<file path="src/rtl/bmp_stream_writer.sv">
// Streams one gray frame from a first-word-fall-through FIFO out as a complete 24-bpp BMP file.
// Build macro BMP_WR_CHECKSUM_EN adds a 32-bit running sum of every transferred byte.
module bmp_stream_writer #(
    parameter int WIDTH  = 720,
    parameter int HEIGHT = 540,
    parameter int PPM    = 2835
) (
    input  logic        clock,
    input  logic        reset,
    input  logic        start,
    input  logic        in_empty,
    input  logic [7:0]  in_dout,
    output logic        in_rd_en,
    output logic        out_valid,
    input  logic        out_ready,
    output logic [7:0]  out_data,
    output logic        out_last,
    output logic        busy,
`ifdef BMP_WR_CHECKSUM_EN
    output logic [31:0] checksum,
`endif
    output logic        done
);
    localparam int ROWB  = 3 * WIDTH;
    localparam int PAD_B = (4 - ROWB % 4) % 4;
    localparam int IMG   = (ROWB + PAD_B) * HEIGHT;
    localparam int FSIZE = 54 + IMG;
    localparam int CW    = $clog2(WIDTH + 1);
    localparam int RW    = $clog2(HEIGHT + 1);

    // Byte i of the header sits at bits [8*i +: 8]; multi-byte fields are little-endian.
    function automatic logic [431:0] build_hdr();
        logic [431:0] h;
        h = '0;
        h[0*8  +: 8]  = 8'h42;
        h[1*8  +: 8]  = 8'h4D;
        h[2*8  +: 32] = 32'(FSIZE);
        h[10*8 +: 32] = 32'd54;
        h[14*8 +: 32] = 32'd40;
        h[18*8 +: 32] = 32'(WIDTH);
        h[22*8 +: 32] = 32'(HEIGHT);
        h[26*8 +: 16] = 16'd1;
        h[28*8 +: 16] = 16'd24;
        h[34*8 +: 32] = 32'(IMG);
        h[38*8 +: 32] = 32'(PPM);
        h[42*8 +: 32] = 32'(PPM);
        return h;
    endfunction

    localparam logic [431:0] HDR = build_hdr();

    typedef enum logic [2:0] {S_IDLE, S_HDR, S_PIX, S_PAD, S_DONE} state_t;

    state_t          state_q, state_d;
    logic [5:0]      hdr_cnt;
    logic [CW-1:0]   col_cnt;
    logic [RW-1:0]   row_cnt;
    logic [1:0]      phase;
    logic [1:0]      pad_cnt;
    logic [7:0]      gray_q;
    logic            nxt_ok, nxt_last, load, xfer;
    logic [7:0]      nxt_byte;
    logic            last_col, last_row, last_pad;

    assign last_col = (col_cnt == CW'(WIDTH - 1));
    assign last_row = (row_cnt == RW'(HEIGHT - 1));
    assign last_pad = (pad_cnt == 2'(PAD_B - 1));
    assign xfer     = out_valid && out_ready;

    always_comb begin
        state_d  = state_q;
        nxt_ok   = 1'b0;
        nxt_byte = 8'h00;
        nxt_last = 1'b0;
        case (state_q)
            S_IDLE: if (start) state_d = S_HDR;
            S_HDR: begin
                nxt_ok   = 1'b1;
                nxt_byte = HDR[{hdr_cnt, 3'b000} +: 8];
            end
            S_PIX: begin
                nxt_ok   = (phase != 2'd0) || !in_empty;
                nxt_byte = (phase == 2'd0) ? in_dout : gray_q;
                nxt_last = (phase == 2'd2) && last_col && last_row && (PAD_B == 0);
            end
            S_PAD: begin
                nxt_ok   = 1'b1;
                nxt_last = last_pad && last_row;
            end
            S_DONE: if (xfer && out_last) state_d = S_IDLE;
            default: state_d = S_IDLE;
        endcase

        // The output register refills in the same cycle it empties, so no bubble at full rate.
        load = nxt_ok && (!out_valid || out_ready);

        if (load) begin
            case (state_q)
                S_HDR: if (hdr_cnt == 6'd53) state_d = S_PIX;
                S_PIX: if (phase == 2'd2 && last_col)
                           state_d = (PAD_B != 0) ? S_PAD : (last_row ? S_DONE : S_PIX);
                S_PAD: if (last_pad) state_d = last_row ? S_DONE : S_PIX;
                default: ;
            endcase
        end
    end

    assign in_rd_en = load && (state_q == S_PIX) && (phase == 2'd0);

    always_ff @(posedge clock or negedge reset) begin
        if (!reset) begin
            state_q   <= S_IDLE;
            hdr_cnt   <= '0;
            col_cnt   <= '0;
            row_cnt   <= '0;
            phase     <= '0;
            pad_cnt   <= '0;
            gray_q    <= '0;
            out_valid <= 1'b0;
            out_data  <= '0;
            out_last  <= 1'b0;
            busy      <= 1'b0;
            done      <= 1'b0;
        end else begin
            state_q <= state_d;
            done    <= xfer && out_last;

            if (state_q == S_IDLE && start) begin
                busy    <= 1'b1;
                hdr_cnt <= '0;
                col_cnt <= '0;
                row_cnt <= '0;
                phase   <= '0;
                pad_cnt <= '0;
            end else if (xfer && out_last) begin
                busy <= 1'b0;
            end

            if (load) begin
                out_valid <= 1'b1;
                out_data  <= nxt_byte;
                out_last  <= nxt_last;
            end else if (xfer) begin
                out_valid <= 1'b0;
                out_last  <= 1'b0;
            end

            if (load) begin
                case (state_q)
                    S_HDR: hdr_cnt <= hdr_cnt + 6'd1;
                    S_PIX: begin
                        if (phase == 2'd0) gray_q <= in_dout;
                        if (phase != 2'd2) begin
                            phase <= phase + 2'd1;
                        end else begin
                            phase <= 2'd0;
                            if (!last_col) begin
                                col_cnt <= col_cnt + 1'b1;
                            end else begin
                                col_cnt <= '0;
                                if (PAD_B == 0 && !last_row) row_cnt <= row_cnt + 1'b1;
                            end
                        end
                    end
                    S_PAD: begin
                        if (!last_pad) begin
                            pad_cnt <= pad_cnt + 2'd1;
                        end else begin
                            pad_cnt <= '0;
                            if (!last_row) row_cnt <= row_cnt + 1'b1;
                        end
                    end
                    default: ;
                endcase
            end
        end
    end

`ifdef BMP_WR_CHECKSUM_EN
    always_ff @(posedge clock or negedge reset) begin
        if (!reset) begin
            checksum <= '0;
        end else if (state_q == S_IDLE && start) begin
            checksum <= '0;
        end else if (xfer) begin
            checksum <= checksum + 32'(out_data);
        end
    end
`endif

endmodule

</file>
<file path="config.mk">
export PLATFORM = sky130hd
export DESIGN_NAME = bmp_stream_writer
export DESIGN_NICKNAME = d
export VERILOG_FILES = /design/src/rtl/bmp_stream_writer.sv
export SDC_FILE = /design/constraint.sdc
export NUM_CORES = 1
export LEC_CHECK = 0
export BUFFER_PORTS_ARGS = -buffer_cell sky130_fd_sc_hd__buf_2
export CAP_MARGIN = 20
export CORE_ASPECT_RATIO = 0.9
export CORE_MARGIN = 10
export CORE_UTILIZATION = 55
export CTS_BUF_LIST = sky130_fd_sc_hd__clkbuf_16
export CTS_CLUSTER_SIZE = 16
export DETAILED_ROUTE_END_ITERATION = 7
export HOLD_SLACK_MARGIN = 0.05
export PLACE_DENSITY = 0.8
export SETUP_SLACK_MARGIN = 0.15
export SLEW_MARGIN = 10
export SYNTH_ARGS = -nofsm -noshare
export SYNTH_HDL_FRONTEND = slang
export SYNTH_SLANG_ARGS = --single-unit
</file>
<file path="constraint.sdc">
create_clock -name clock -period 2.8 [get_ports clock]
set_input_delay 0.28 -clock clock [delete_from_list [all_inputs] [get_ports clock]]
set_output_delay 0.28 -clock clock [all_outputs]
set_load 0.1 [all_outputs]
</file>
* Word level (Yosys, flattened, before mapping) *
Index checks and enable logic that the tools add are counted.

storage, ports and cells
  bits in registers = 53
  output and inout port bits = 13

cells by class
  $add $sub $neg = 5
  eq/ne operators = 10
  shifts and indexed selects = 1
  mux-type cells = 41
  reduce and logical (&&, ||, !) cells = 21

operator list
  kind                                                                            number
  432-bit by 10-bit variable part select with 8-bit output, first input constant  1
  10-bit 2-to-1 mux                                                               11
  3-bit 2-to-1 mux                                                                7
  10-bit by 1-bit adder with 10-bit output, second input constant                 2
  10-bit == test, second input constant                                           2
  10-bit case mux with 2 select lines                                             1
  6-bit 2-to-1 mux                                                                3
  3-bit case mux with 3 select lines                                              2
  2-bit 2-to-1 mux                                                                8
  8-bit case mux with 2 select lines                                              1
  1-bit logical AND                                                               9
  8-bit 2-to-1 mux                                                                1
  6-bit by 1-bit adder with 6-bit output, second input constant                   1
  3-bit by 2-bit == test with 1-bit output, second input constant                 2
  6-bit == test, second input constant                                            1
  2-bit nonzero test                                                              3
  1-bit 2-to-1 mux                                                                5
  2-bit by 1-bit adder with 2-bit output, second input constant                   2
  2-bit == test, second input constant                                            2
  1-bit case mux with 2 select lines                                              2
  3-bit by 1-bit == test with 1-bit output, second input constant                 1
  3-bit == test, second input constant                                            1
  3-bit logical NOT                                                               1
  3-bit OR reduction                                                              1
  other kinds (6)                                                                 8

* Longest topological paths before layout *
Gate-level depths: netlist of the first run.

  depth in word-level cells = 8
  gate-level depth with buffers = 8
  depth with buffers taken out = 7

* Worst setup path after synthesis of the first run *
No wires, ideal clock.

  path kind = register -> register
  start point = register out_valid
  end point = register gray_q[0]
  data arrival time = 3157 ps
  setup slack = -482 ps
  cell stages (with the launch flop) = 7
  path buffers = 1
  period minus slack after synthesis = 3282 ps
  cell sequence = dfrtp_1 > nand2b_1 > and3_1 > buf_2 > or4b_4 > nor3_4 > mux2_2

between the ends
  longest elaborated chain between the ends = 4

RTL lines
  item                           RTL line  source
  from (decl)                    14        output logic out_valid,
  from (signal assigned)         119       out_valid <= 1'b0;
  from (signal assigned)         140       out_valid <= 1'b1;
  from (signal assigned)         144       out_valid <= 1'b0;
  1-bit logical NOT              95        load = nxt_ok && (!out_valid || out_ready);
  1-bit logical OR               95
  1-bit logical AND              95
  2-bit AND reduction (no line)  n/a
  to (signal assigned)           152       if (phase == 2'd0) gray_q <= in_dout;
  to (decl)                      60        logic [7:0] gray_q;

Every way passes these cells.
A chain may end at the register's enable or synchronous reset.

* Final worst setup path of the first run *
  start point = register state_q[2]
  end point = output in_rd_en

between the ends
  longest elaborated chain between the ends = 6
  elaborated cells between the ends (all ways) = 8
  those cells by class = eq/ne (3); mux (1); reduce/logical (4)

RTL lines
  item                                                                                                  RTL line  source
  from (decl)                                                                                           54        state_t state_q, state_d;
  from (signal assigned)                                                                                125       state_q <= state_d;
  3-bit by 2-bit == test with 1-bit output or 3-bit by 1-bit == test with 1-bit output (tied branches)  75        case (state_q)
  2-bit OR reduction (no line)                                                                          n/a
  1-bit case mux with 2 select lines                                                                    75
  1-bit logical AND                                                                                     95
  1-bit logical AND * (2 in series)                                                                     108       assign in_rd_en = load && (state_q == S_PIX) && (phase == 2'd0);
  to (decl)                                                                                             13        output logic in_rd_en,

Mark *: on every way between the ends. The rest lies on a longest branch, timed or not.

==> flow_metrics.env, run 1 <==
export IMPL_synth_top_area_share_pct=43.55
export IMPL_synth_most_common_cell="dfrtp_1"
export IMPL_clockBufferDepth=2
export IMPL_die_x_um=98.44
export IMPL_root_buffer="clkbuf_16"
export IMPL_grt_max_degree=20
export IMPL_clock_sinks=53
export IMPL_detail_route_antenna_nets=0
export IMPL_seqCellArea_mm2=0.001330
export IMPL_drv_slew=0
export IMPL_critical_path_class="reg2out"
export IMPL_maxCapViolCount=0
export IMPL_worst_setup_path_end_kind="output port"
export IMPL_grt_pass1_wl_um=11940
export IMPL_postCtsResizedCells=0
export IMPL_synthToLayoutAreaGrowth_pct=11.59
export IMPL_rsz0062_at_grt="no"
export IMPL_syn_num_nets=347
export IMPL_grt_usage_pct=15.62
export IMPL_routabilityCongestion=0.8882
export IMPL_fin_skew_ns=0.007231
export IMPL_post_drt_wl_per_cell_um=16.47
export IMPL_tightest_slew_ns=0.7126
export IMPL_dp_cells=402
export IMPL_power_density_mw_per_mm2=701.3
export IMPL_firstDrtPassIters=5
export IMPL_hold_class="in2reg"
export IMPL_cts_buffers=5
export IMPL_vdd_ir_drop_max_uv=793.3
export IMPL_ys_seq_area_share_pct=43.55
export IMPL_synthesis_area_mm2=0.003045
export IMPL_die_y_um=90.60
export IMPL_yosys_area_top_type="dfrtp_1"
export IMPL_drc=0
export IMPL_vias_per_cell=6.303
export IMPL_min_period_ns=2.482
export IMPL_grt_antenna_before_repair=0
export IMPL_whs_ns=0.2383
export IMPL_synth_cells=324
export IMPL_dieArea_mm2=0.008918
export IMPL_fmax_mhz=402.9
export IMPL_initial_core_util_pct=57.27
export IMPL_synth_common_cells="53 x dfrtp_1, 38 x o21ai_0, 26 x nand3_1"
export IMPL_outcome="complete, no violations"
export IMPL_diodes=0
export IMPL_cts_tree="built"
export IMPL_hold_viol_final=0
export IMPL_totalWireLength_um=6786
export IMPL_power_total_mw=2.383
export IMPL_ys_warn_count=0
export IMPL_place_hpwl_um=5044
export IMPL_fin_cells=412
export IMPL_syn_avg_cell_area_um2=9.399
export IMPL_rows=25
export IMPL_cp_max_fo=12
export IMPL_fillers=433
export IMPL_insertion_delay_ns=0.29
export IMPL_fin_crit_sh_pct=88.65
export IMPL_finalNetCount=367
export IMPL_leakagePower_nw=1.552
export IMPL_arrival_ns=2.20
export IMPL_slew_headroom_pct=52.32
export IMPL_core_area_mm2=0.005318
export IMPL_cp_start_kind="register"
export IMPL_overflow=0
export IMPL_ys_ff_latch=53
export IMPL_grt_pass1_vias=2482
export IMPL_critPathRequiredTime_ns=2.52
export IMPL_vias=2597
export IMPL_synth_area_leaders="dfrtp_1 44%, o21ai_0 6.2%, nand3_1 4.3%"
export IMPL_h_tree_depth=2
export IMPL_drt_iter0_drc=342
export IMPL_synth_main_ff_cell="dfrtp_1"
export IMPL_io_pins=26
export IMPL_drive_gt1_share_pct=17.39
export IMPL_portBuffers=25
export IMPL_cts_clk_slew_worst_paths_ns=0.07
export IMPL_synth_edf_count=0
export IMPL_synth_cell_types=55
export IMPL_multi_input_area_mm2=0.001605
export IMPL_synthArstFlopShare_pct=100.0
export IMPL_setup_viol=0
[what timing repair did]
| action | 4_1_cts | 5_1_grt |
|---|---|---|
| endpoints found under the hold margin | 17 | 0 |
| buffers inserted | 1 | 0 |
| hold buffers | 1 | 0 |
| setup endpoints to repair | 1 | 0 |
[area by class of cell]
type / instances / share of cell area (%)
clock buffer: 5 / 3.682
clock inverter: 3 / 0.5155
inverter: 11 / 1.215
multi-input combinational: 241 / 47.24
sequential: 53 / 39.14
tap: 67 / 2.467
timing repair buffer: 32 / 5.744
[metrics by stage]
step / setup TNS (ns) / area, µm² / util (%) / setup WS, ns
after floorplan: -1.937 / 3057 / - / -0.2422
after global placement: 0 / 3238 / 60.89 / 0.3521
after detailed placement: 0 / 3238 / 60.89 / 0.3362
after CTS: 0 / 3398 / 63.91 / 0.3291
after global routing: 0 / 3398 / 63.91 / 0.1600
final: 0 / 3398 / 63.91 / 0.3178
[worst max-delay path, cell delays in order, from the launching register on]
cell and delay (ns):
dfrtp_1 0.45, inv_1 0.17, and3_1 0.29, or4b_4 0.58, nor3_4 0.21, buf_12 0.21
[metal layers]
layer,track usage [%],part of all wire [%],vias to the layer above
met5,0,0,-
met2,23.36,45,92
met1,21.48,48,1268
li1,-,-,1225
met4,5.967,1.6,0
met3,3.137,5.4,12
[final timing paths]
path / cells past startpoint / slack, ns / to / from
max: 5 / 0.32 / in_rd_en / state_q[2]$_DFF_PN0_
min: 2 / 0.24 / gray_q[1]$_DFFE_PN0P_ / in_dout[1]
max reg2reg: 6 / 0.42 / gray_q[2]$_DFFE_PN0P_ / state_q[2]$_DFF_PN0_
min reg2reg: 1 / 0.49 / pad_cnt[0]$_DFF_PN0_ / pad_cnt[0]$_DFF_PN0_
max in group asynchronous: 3 / 1.73 / out_data[7]$_DFFE_PN0P_ / reset
min in group asynchronous: 2 / 0.46 / row_cnt[5]$_DFF_PN0_ / reset
[cell families after synthesis]
group           count (synthesis)  share of synthesized area (%)
simple gates                  121                          22.15
mux                            19                          6.615
compound gates                 87                          18.45
fa+ha+maj                      10                          4.108
xor+xnor                        4                          1.151
flops                          53                          43.55
buf+inv                        30                          3.985
[placed cells by master, fill, tap and decap left out, drive strengths merged, types with 10 or more instances in the layout]
master and n:
mux2i 10, nand3 26, nor2 15, dfrtp 53
nand2 25, a21oi 13, inv 11, ha 10
buf 31, o21ai 38
[registers in the layout, summed over array words and instances, names as in the netlist, 2 cells and up]
name and flops:
col_cnt 10, out_data 8, pad_cnt 2, row_cnt 10, phase 2, state_q 3
hdr_cnt 6, gray_q 8
[power breakdown]
part	leakage (nW)	switching, mW	internal, mW
combinational	0.771	0.618	0.208
clock	0.0696	0.269	0.328
sequential	0.711	0.119	0.841
total	1.55	1.01	1.38
Note: power is estimated with default switching activity, not from simulation.
==> inputs of run 2 (changes only) <==
--- a/config.mk
+++ b/config.mk
@@ -5,7 +5,6 @@
 export SDC_FILE = /design/constraint.sdc
 export NUM_CORES = 1
 export LEC_CHECK = 0
-export BUFFER_PORTS_ARGS = -buffer_cell sky130_fd_sc_hd__buf_2
 export CAP_MARGIN = 20
 export CORE_ASPECT_RATIO = 0.9
 export CORE_MARGIN = 10
@@ -13,9 +12,10 @@
 export CTS_BUF_LIST = sky130_fd_sc_hd__clkbuf_16
 export CTS_CLUSTER_SIZE = 16
 export DETAILED_ROUTE_END_ITERATION = 7
+export DONT_BUFFER_PORTS = 1
 export HOLD_SLACK_MARGIN = 0.05
-export PLACE_DENSITY = 0.8
-export SETUP_SLACK_MARGIN = 0.15
+export PLACE_DENSITY = 0.76
+export SETUP_SLACK_MARGIN = 0.5
 export SLEW_MARGIN = 10
 export SYNTH_ARGS = -nofsm -noshare
 export SYNTH_HDL_FRONTEND = slang
==> flow_metrics.env, run 2 (synthesis results as in run 1) <==
export IMPL_io_pins=26
export IMPL_core_area_mm2=0.005318
export IMPL_fmax_mhz=436.0
export IMPL_vias=2422
export IMPL_cts_clk_slew_worst_paths_ns=0.06
export IMPL_h_tree_depth=2
export IMPL_dp_cells=380
export IMPL_leakagePower_nw=1.519
export IMPL_mostFrequentLayoutCells="49 x dfrtp_1, 38 x o21ai_0, 26 x nand3_1, 25 x nand2_1, 15 x nor2_1"
export IMPL_r2r_start="out_valid$_DFFE_PN0P_"
export IMPL_finalNetCount=351
export IMPL_grt_usage_pct=15.58
export IMPL_drive_gt1_share_pct=15.50
export IMPL_tightest_slew_ns=0.9270
export IMPL_diodes=0
export IMPL_cp_slowest_stage_delay_ns=0.50
export IMPL_critical_path_class="reg2out"
export IMPL_power_density_mw_per_mm2=740.8
export IMPL_cp_top_family="simple AND/OR/NAND/NOR gates"
export IMPL_cp_start_kind="register"
export IMPL_final_core_utilization_pct=64.35
export IMPL_tns_ns=0
export IMPL_min_period_ns=2.294
export IMPL_rsz0062_at_grt="yes"
export IMPL_crit_buf_inv=2
export IMPL_mostFrequentLayoutCell="dfrtp_1"
export IMPL_clock_sinks=53
export IMPL_power_total_mw=2.535
export IMPL_reg_top3="col_cnt: 10 flops, row_cnt: 10 flops"
export IMPL_worstHoldStart="in_dout[7]"
export IMPL_critPathRequiredTime_ns=2.52
export IMPL_initial_core_util_pct=57.27
export IMPL_setup_viol=0
export IMPL_root_buffer="clkbuf_16"
export IMPL_portBuffers=0
export IMPL_arrival_ns=2.01
export IMPL_maxCapViolCount=0
export IMPL_fin_crit_sh_pct=81.92
export IMPL_grt_pass1_wl_um=11760
export IMPL_hold_class="in2reg"
export IMPL_firstDrtPassIters=4
export IMPL_fin_cells=396
export IMPL_path_cells="inv_2 -> and3_1 -> or4b_4 -> nor3_4 -> buf_12"
export IMPL_dieArea_mm2=0.008918
export IMPL_critPathLaunch="state_q[2]$_DFF_PN0_"
export IMPL_drc=0
export IMPL_worst_setup_path_end_kind="output port"
export IMPL_outcome="complete, no violations"
export IMPL_slowest_stage="or4b_4"
export IMPL_grt_antenna_before_repair=0
export IMPL_slew_headroom_pct=38.20
export IMPL_drt_iter0_drc=185
export IMPL_cp_max_fo=8
export IMPL_insertion_delay_ns=0.29
export IMPL_placed_area_mm2=0.003120
export IMPL_fillers=427
export IMPL_cts_tree="built"
export IMPL_hold_viol_final=0
export IMPL_vias_per_cell=6.116
export IMPL_synthToLayoutAreaGrowth_pct=12.37
export IMPL_post_drt_wl_per_cell_um=17.68
export IMPL_vdd_ir_drop_max_uv=529.6
export IMPL_cts_buffers=5
export IMPL_design_area_mm2=0.003422
export IMPL_detail_route_antenna_nets=0
export IMPL_drv_slew=0
export IMPL_rows=25
export IMPL_fin_skew_ns=0.002298
export IMPL_grt_max_degree=54
export IMPL_overflow=0
export IMPL_totalWireLength_um=7003
export IMPL_routabilityCongestion=0.8595
export IMPL_place_hpwl_um=4789
export IMPL_die_y_um=90.60
export IMPL_grt_pass1_vias=2301
export IMPL_clockBufferDepth=2
export IMPL_die_x_um=98.44
-- run 2: cell count changes in the layout (fill, tap and decap cells not counted), moves of 2 or more --
cell       previous run  this run
buf_2                24         0
buf_4                 6        13
dfrtp_1              52        49
dfrtp_2               0         3
bufinv_16             0         2
-- run 2: routing by layer --
layer  global-route usage, %  up-vias  routed length (µm)
met5                       0        -                   0
met2                   22.49       68                3139
li1                        -     1192                   -
met3                   4.438       11                 441
met4                   5.609        0                 119
met1                   21.46     1151                3302
-- run 2: through the flow --
step | hold WS (ns) | setup WS (ns)
after floorplan | -0.01559 | -0.2422
final | 0.1356 | 0.5063
after global placement | -0.01398 | 0.3634
after CTS | 0.1349 | 0.4007
after detailed placement | -0.01357 | 0.3246
after global routing | 0.1386 | 0.4205
-- run 2: area by class of cell --
type                    count  area [µm²]  share of cell area (%)
clock buffers               5       125.1                   3.656
clock inverters             3       65.06                   1.901
inverters                  11       41.29                   1.207
multi-input cells         241        1618                   47.28
flip-flops and latches     53        1334                   38.98
well taps                  67       83.83                   2.450
repair buffers             16       155.1                   4.534
-- run 2: final timing paths --
kind	cells past startpoint	slack [ns]	end
max	5	0.51	in_rd_en
max in group asynchronous	2	2.05	out_valid$_DFFE_PN0P_
min reg2reg	1	0.51	gray_q[5]$_DFFE_PN0P_
max reg2reg	5	0.58	state_q[1]$_DFF_PN0_
min	1	0.14	gray_q[7]$_DFFE_PN0P_
min in group asynchronous	2	0.51	hdr_cnt[0]$_DFF_PN0_
-- run 2: worst register-to-register path: cells and delay by family (launching register included) --
family | cells | cell delay [ns]
simple gates | 3 | 1.25
flops | 1 | 0.49
buf+inv | 1 | 0.25
compound gates | 1 | 0.16
-- run 2: power by group --
| group | leakage [nW] | switching [mW] | internal [mW] |
|---|---|---|---|
| logic | 0.718 | 0.295 | 0.185 |
| registers | 0.707 | 0.441 | 0.834 |
| clock network | 0.0938 | 0.270 | 0.510 |
-- run 2: timing repair --
item                                    CTS  global route
endpoints found under the setup margin   12            22
resized for setup                         2             9
hold buffers                              2             0
pin swaps                                 2             3
setup buffers                             3             3
hold endpoints to repair                 53             0
